### src/rtl/lc3_seq_ctrl_if.sv
// LC3 single-port memory handshake bundle (request/ready).
// master: req, we, addr, wdata out; rdata, ready in. slave: mirror.
interface lc3_seq_ctrl_if #(
    parameter int ADDR_W = 16
);
    logic              req;
    logic              we;
    logic [ADDR_W-1:0] addr;
    logic [15:0]       wdata;
    logic [15:0]       rdata;
    logic              ready;

    modport master (
        output req, we, addr, wdata,
        input  rdata, ready
    );

    modport slave (
        input  req, we, addr, wdata,
        output rdata, ready
    );
endinterface

### src/rtl/lc3_seq_ctrl.sv
// LC3 multi-cycle sequencer: owns PC, IR and NZP, fetches over the
// mem handshake, issues LD/ST accesses and register-file writes.
// Ports: clk, rst (sync, active-high); mem (master handshake);
// o_pc/o_ir/o_n/o_z/o_p state; i_next_pc/i_alu_result/i_st_data from
// the datapath; o_reg_we/o_reg_waddr/o_reg_wdata write port; o_halted.
// Optional: define LC3_RETIRE_CNT_EN to add o_retired[31:0].
module lc3_seq_ctrl #(
    parameter int                ADDR_W   = 16,
    parameter logic [ADDR_W-1:0] RESET_PC = 16'h3000
) (
    input  logic              clk,
    input  logic              rst,
    lc3_seq_ctrl_if.master    mem,
    output logic [ADDR_W-1:0] o_pc,
    output logic [15:0]       o_ir,
    output logic              o_n,
    output logic              o_z,
    output logic              o_p,
    input  logic [ADDR_W-1:0] i_next_pc,
    input  logic [15:0]       i_alu_result,
    input  logic [15:0]       i_st_data,
    output logic              o_reg_we,
    output logic [2:0]        o_reg_waddr,
    output logic [15:0]       o_reg_wdata,
    output logic              o_halted
`ifdef LC3_RETIRE_CNT_EN
    ,
    output logic [31:0]       o_retired
`endif
);

    typedef enum logic [2:0] {
        S_FETCH,
        S_DECODE,
        S_EXEC,
        S_MEM,
        S_WB,
        S_HALT
    } state_t;

    state_t            r_state;
    state_t            w_next;
    logic [ADDR_W-1:0] r_pc;
    logic [15:0]       r_ir;
    logic [2:0]        r_nzp;
    logic [15:0]       r_wdata;

    logic [3:0]        w_op;
    logic              w_is_alu;
    logic              w_is_ld;
    logic              w_is_st;
    logic              w_is_halt;
    logic              w_req;
    logic              w_we;
    logic [ADDR_W-1:0] w_addr;
    logic              w_rwe;
    logic [2:0]        w_nzp_new;

    assign w_op      = r_ir[15:12];
    assign w_is_alu  = (w_op == 4'b0001) || (w_op == 4'b0101) ||
                       (w_op == 4'b1001);
    assign w_is_ld   = (w_op == 4'b0010);
    assign w_is_st   = (w_op == 4'b0011);
    assign w_is_halt = (w_op == 4'b1111);

    assign w_nzp_new = r_wdata[15]       ? 3'b100 :
                       (r_wdata == 16'h0) ? 3'b010 : 3'b001;

    always_ff @(posedge clk) begin
        if (rst) begin
            r_state <= S_FETCH;
        end else begin
            r_state <= w_next;
        end
    end

    always_comb begin
        w_next = r_state;
        w_req  = 1'b0;
        w_we   = 1'b0;
        w_addr = r_pc;
        w_rwe  = 1'b0;
        unique case (r_state)
            S_FETCH: begin
                w_req = 1'b1;
                if (mem.ready) begin
                    w_next = S_DECODE;
                end
            end
            S_DECODE: begin
                unique case (1'b1)
                    w_is_alu:           w_next = S_EXEC;
                    w_is_ld || w_is_st: w_next = S_MEM;
                    w_is_halt:          w_next = S_HALT;
                    default:            w_next = S_WB;
                endcase
            end
            S_EXEC: begin
                w_next = S_WB;
            end
            S_MEM: begin
                w_req  = 1'b1;
                w_we   = w_is_st;
                w_addr = {{(ADDR_W-9){1'b0}}, r_ir[8:0]};
                if (mem.ready) begin
                    w_next = S_WB;
                end
            end
            S_WB: begin
                w_rwe  = w_is_alu || w_is_ld;
                w_next = S_FETCH;
            end
            S_HALT: begin
                w_next = S_HALT;
            end
            default: begin
                w_next = S_FETCH;
            end
        endcase
    end

    // Datapath registers; rdata is only consumed in FETCH/MEM so a stray
    // ready in any other state has no effect.
    always_ff @(posedge clk) begin
        if (rst) begin
            r_pc    <= RESET_PC;
            r_ir    <= 16'h0;
            r_nzp   <= 3'b010;
            r_wdata <= 16'h0;
        end else begin
            if (r_state == S_FETCH && mem.ready) begin
                r_ir <= mem.rdata;
            end
            if (r_state == S_EXEC) begin
                r_wdata <= i_alu_result;
            end
            if (r_state == S_MEM && mem.ready && w_is_ld) begin
                r_wdata <= mem.rdata;
            end
            if (r_state == S_WB) begin
                r_pc <= i_next_pc;
                if (w_rwe) begin
                    r_nzp <= w_nzp_new;
                end
            end
        end
    end

`ifdef LC3_RETIRE_CNT_EN
    logic [31:0] r_retired;

    always_ff @(posedge clk) begin
        if (rst) begin
            r_retired <= 32'h0;
        end else if (r_state == S_WB) begin
            r_retired <= r_retired + 32'h1;
        end
    end

    assign o_retired = r_retired;
`endif

    // Strobes are masked by rst so a request in flight is dropped in the
    // reset cycle itself rather than one cycle later.
    assign mem.req     = w_req & ~rst;
    assign mem.we      = w_we & ~rst;
    assign mem.addr    = w_addr;
    assign mem.wdata   = i_st_data;

    assign o_pc        = r_pc;
    assign o_ir        = r_ir;
    assign o_n         = r_nzp[2];
    assign o_z         = r_nzp[1];
    assign o_p         = r_nzp[0];
    assign o_reg_we    = w_rwe & ~rst;
    assign o_reg_waddr = r_ir[11:9];
    assign o_reg_wdata = r_wdata;
    assign o_halted    = (r_state == S_HALT) & ~rst;

endmodule
### src/flat_wrapper.sv
// flat-port wrapper written by rule: the top's interface ports become plain ports
module lc3_seq_ctrl_flat 
#(
    parameter int                ADDR_W   = 16,
    parameter logic [ADDR_W-1:0] RESET_PC = 16'h3000
)
  (clk, rst, o_pc, o_ir, o_n, o_z, o_p, i_next_pc, i_alu_result, i_st_data, o_reg_we, o_reg_waddr, o_reg_wdata, o_halted, mem_req, mem_we, mem_addr, mem_wdata, mem_rdata, mem_ready);
  lc3_seq_ctrl_if #(.ADDR_W(ADDR_W)) mem_i ();
  input  logic clk;
  input  logic rst;
  output logic [ADDR_W-1:0] o_pc;
  output logic [15:0] o_ir;
  output logic o_n;
  output logic o_z;
  output logic o_p;
  input  logic [ADDR_W-1:0] i_next_pc;
  input  logic [15:0] i_alu_result;
  input  logic [15:0] i_st_data;
  output logic o_reg_we;
  output logic [2:0] o_reg_waddr;
  output logic [15:0] o_reg_wdata;
  output logic o_halted;
  output wire logic [$bits(mem_i.req)-1:0] mem_req;
  output wire logic [$bits(mem_i.we)-1:0] mem_we;
  output wire logic [$bits(mem_i.addr)-1:0] mem_addr;
  output wire logic [$bits(mem_i.wdata)-1:0] mem_wdata;
  input wire logic [$bits(mem_i.rdata)-1:0] mem_rdata;
  input wire logic [$bits(mem_i.ready)-1:0] mem_ready;
  assign mem_req = mem_i.req;
  assign mem_we = mem_i.we;
  assign mem_addr = mem_i.addr;
  assign mem_wdata = mem_i.wdata;
  assign mem_i.rdata = mem_rdata;
  assign mem_i.ready = mem_ready;
  lc3_seq_ctrl #(.ADDR_W(ADDR_W), .RESET_PC(RESET_PC)) u_core (.clk(clk), .rst(rst), .mem(mem_i), .o_pc(o_pc), .o_ir(o_ir), .o_n(o_n), .o_z(o_z), .o_p(o_p), .i_next_pc(i_next_pc), .i_alu_result(i_alu_result), .i_st_data(i_st_data), .o_reg_we(o_reg_we), .o_reg_waddr(o_reg_waddr), .o_reg_wdata(o_reg_wdata), .o_halted(o_halted));
endmodule
### config.mk
export PLATFORM = sky130hd
export DESIGN_NAME = lc3_seq_ctrl_flat
export DESIGN_NICKNAME = d
export VERILOG_FILES = /design/src/rtl/lc3_seq_ctrl_if.sv /design/src/rtl/lc3_seq_ctrl.sv /design/src/flat_wrapper.sv
export SDC_FILE = /design/constraint.sdc
export NUM_CORES = 1
export LEC_CHECK = 0
export CAP_MARGIN = 20
export CORE_AREA = 2 2 86 88
export DETAILED_ROUTE_END_ITERATION = 10
export DIE_AREA = 0 0 88 90
export GPL_ROUTABILITY_DRIVEN = 1
export PLACE_DENSITY = 0.85
export SLEW_MARGIN = 20
export SYNTH_ARGS = -nofsm -noshare
export SYNTH_HDL_FRONTEND = slang
export SYNTH_SLANG_ARGS = --single-unit
### constraint.sdc
create_clock -name clk -period 2.2 [get_ports clk]
set_clock_uncertainty 0.1 [all_clocks]
set_input_delay 0.44 -clock clk [delete_from_list [all_inputs] [get_ports clk]]
set_output_delay 0.44 -clock clk [all_outputs]
set_load 0.01 [all_outputs]
==> out/results.tsv <==
stage	metric	value	unit
logic_synthesis	syn_area	2550	sq um
global_route	grt_antenna_before_repair	0	
floorplanning	die_height	90	um
worst_setup_path	critical_path.cell_chain	nand3b_4 > buf_12 > mux2_2 > dlygate4sd2_1	
timing	setup_violations	0	
cells_and_area	final_common_cell	clkdlybuf4s50_1	
route	drc_errors	0	
route	wl_per_cell	15.2	um
logic_synthesis	netlist_instances	304	
worst_setup_path	critPathArrivalTime	1.59	ns
placement	dp.cells	508	
worst_setup_path	cp.required	1.66	ns
route	wl	7880	um
global_route	grt_pass1_vias	2609	
logic_synthesis	synth_top_family_by_area	simple AND/OR/NAND/NOR gates	
timing	fin_ws	0.0729	ns
floorplanning	boundaryPins	157	
clock_network	cts.sinks	54	
power	p_clk_share	30.1	%
cells_and_area	final_layout_size_suffix_gt1_share	12.6	%
logic_synthesis	synthSimpleGateAreaFrac	22.5	%
power	switching_share	27.3	%
logic_synthesis	synth-adder-area-share	0	%
power	combPwrFrac	23.4	%
timing	finalHoldViolCount	0	
job	max_cap_violations	0	
power	leakagePower	0.00176	uW
cells_and_area	fin_area	4040	sq um
cells_and_area	layout.cells.non_filler	518	
timing	tns	0	ns
cells_and_area	regArea	1080	sq um
cells_and_area	fin_util	57.5	%
cells_and_area	multi_input_area	1280	sq um
logic_synthesis	yosysWarnings	0	
clock_network	clk_pin_slew	0.10	ns
power	power.switching	631	uW
route	drtIter0Drc	166	
timing	period_share	96.7	%
power	seq_power_share	46.5	%
logic_synthesis	synth_compound_area_share	14.7	%
clock_network	clk_path_buf_depth	2	
floorplanning	num_rows	31	
floorplanning	core	7020	sq um
cells_and_area	fillers	637	
timing	period_minus_slack	2.13	ns
timing	fmax	0.470	GHz
global_route	grt_overflow_total	0	
logic_synthesis	seq_area_frac_synth	42.5	%
logic_synthesis	syn_area_per_cell	8.38	sq um
cells_and_area	nets	485	
floorplanning	start_util	36.3	%
route	firstDrtPassIters	4	
logic_synthesis	ys_types	37	
placement	placed_area	3850	sq um
global_route	grt_pass1_wl	12700	um
worst_setup_path	critPathMaxFanout	17	
logic_synthesis	ys_ff_latch	54	
timing	worst_pin_slew	0.538	ns
timing	slew_viol_final	0	
timing	slew_headroom	64.1	%
floorplanning	die_area	7920	sq um
worst_setup_path	startpoint_type	register	
placement	io_buffers	124	
min_path	min_path_type	reg -> reg	
clock_network	cts_tree	built	
route	route.vias.total	2551	
logic_synthesis	synth-xor-area-share	0	%
placement	place.gp.congestion	0.821	
cells_and_area	n_antenna_cell	0	
power	ir_drop	0.000250	V
global_route	grt_usage	20.2	%
logic_synthesis	yosys.area.top_type	dfxtp_1	
route	postRouteAntennaNets	0	
clock_network	cts_buffers	5	
clock_network	h-tree-depth	2	
power	pwr_density_cell	571	nW/um^2
logic_synthesis	synth_top_area_share	42.5	%
route	avgViaCountPerCell	4.92	
cells_and_area	layout_common_cells	clkdlybuf4s50_1 (103), nand2_1 (67), dfxtp_1 (54), a21oi_1 (31), nor2_1 (21)	
status	status	complete, no violations	
placement	dp_hpwl	6090	um
cells_and_area	area_growth_syn_to_layout	58.7	%
clock_network	clockRootBuffer	clkbuf_8	
worst_setup_path	crit_path_end_kind	output port	
logic_synthesis	yosys-top-cells-area	dfxtp_1 (42%), nand2_1 (9.9%), mux2i_1 (6.7%)	
power	internal-power	1680	uW
logic_synthesis	synth_mux_area_share	10.7	%
worst_setup_path	slowest_delay	0.35	ns
clock_network	clk_latency	0.31	ns
worst_setup_path	crit_type	reg -> out	
floorplanning	die_w	88	um
logic_synthesis	syn_nets	371	
placement	place_ws	-0.0950	ns
global_route	grt_max_degree	34	
worst_setup_path	cp_slowest_cell	dfxtp_1	
[stage by stage]
step	hold slack, ns	power [uW]
3_3_place_gp	0.353	1620
6_report	0.376	2310
4_1_cts	0.381	2320
3_5_place_dp	0.365	1630
2_1_floorplan	0.388	1350
5_1_grt	0.404	2420
[synth_stat cells]
cell	number
dfxtp_1	54
a22o_1	2
mux2_2	9
nand2_1	67
and2_1	7
nor2_1	22
a41oi_1	1
nand3b_1	1
inv_1	3
o31ai_1	1
a21o_1	1
nor3b_2	1
buf_2	2
o21bai_1	1
nand4bb_1	1
or4_1	1
nand3_1	3
a32o_1	1
and3_1	1
buf_4	21
nor3b_1	4
nor4b_1	2
o21ai_0	3
a21oi_1	31
nand3b_2	1
o32ai_1	1
nor2b_1	1
clkbuf_1	15
nor4_1	4
buf_6	1
nor3_1	1
a31o_1	1
mux2i_1	17
nor4_2	1
nand2b_1	3
or3b_1	1
a211oi_1	17
[worst max-delay path, delay by kind of cell, from the launching register on]
family | cells | cell delay (ns)
and+or+nand+nor | 1 | 0.15
buffers and inverters | 2 | 0.45
muxes | 1 | 0.33
DFF | 1 | 0.35
[power by group through the flow]
stage,registers (uW),clock network [uW],logic (uW)
after floorplan,1110,0,234
after global placement,1090,0,531
after detailed placement,1090,0,540
after CTS,1070,709,538
after global routing,1080,749,587
final,1070,694,541
[sequential cells by signal (all words and copies together), names as in the netlist]
name	cells
u_core.r_nzp	3
u_core.r_state	3
u_core.o_pc	16
u_core.o_ir	16
u_core.o_reg_wdata	16
[path summary, 6_finish.rpt]
path                                   endpoint                      startpoint  slack (ns)  cells after the start
max reg2reg  u_core.o_reg_wdata[2]$_SDFFE_PP0P_    u_core.o_ir[13]$_SDFFE_PP0P_        0.09                      6
min reg2reg        u_core.o_pc[11]$_SDFFE_PP0N_    u_core.o_pc[11]$_SDFFE_PP0N_        0.38                      2
max                                 mem_addr[5]  u_core.r_state[2]$_SDFFE_PP0P_        0.07                      4
min                u_core.o_pc[11]$_SDFFE_PP0N_    u_core.o_pc[11]$_SDFFE_PP0N_        0.38                      2
[layout make-up]
class                           instances  area share (%)
Sequential cell                        54            26.8
Inverter                                3           0.279
Clock inverter                          3            1.21
Timing Repair Buffer                  146            35.3
Tap cell                               99            3.07
Clock buffer                            5            1.70
Multi-Input combinational cell        208            31.7
[logic make-up (layout without fill, tap and decap cells)]
group / Yosys count / count (layout)
AO/OA/AOI/OAI: 60 / 60
buffers and inverters: 42 / 157
flip-flops: 54 / 54
multiplexers: 26 / 26
AND/OR/NAND/NOR: 122 / 122
[what timing repair did]
item | 4_1_cts | 5_1_grt
endpoints found under the setup margin | 20 | 25
pin swaps | 1 | 1
buffers inserted | 1 | 1
hold buffers | 0 | 0
gates resized for setup | 17 | 19
[metal layers]
layer	GRT usage [%]	wire length (um)	vias up	part of all wire, %
met2	35.3	4070	100	52
met5	0	0	-	0
li1	-	-	1263	-
met4	6.41	133	0	1.7
met3	4.50	454	14	5.8
met1	24.1	3220	1174	41
No activity file was read; power rests on OpenSTA's default activity.
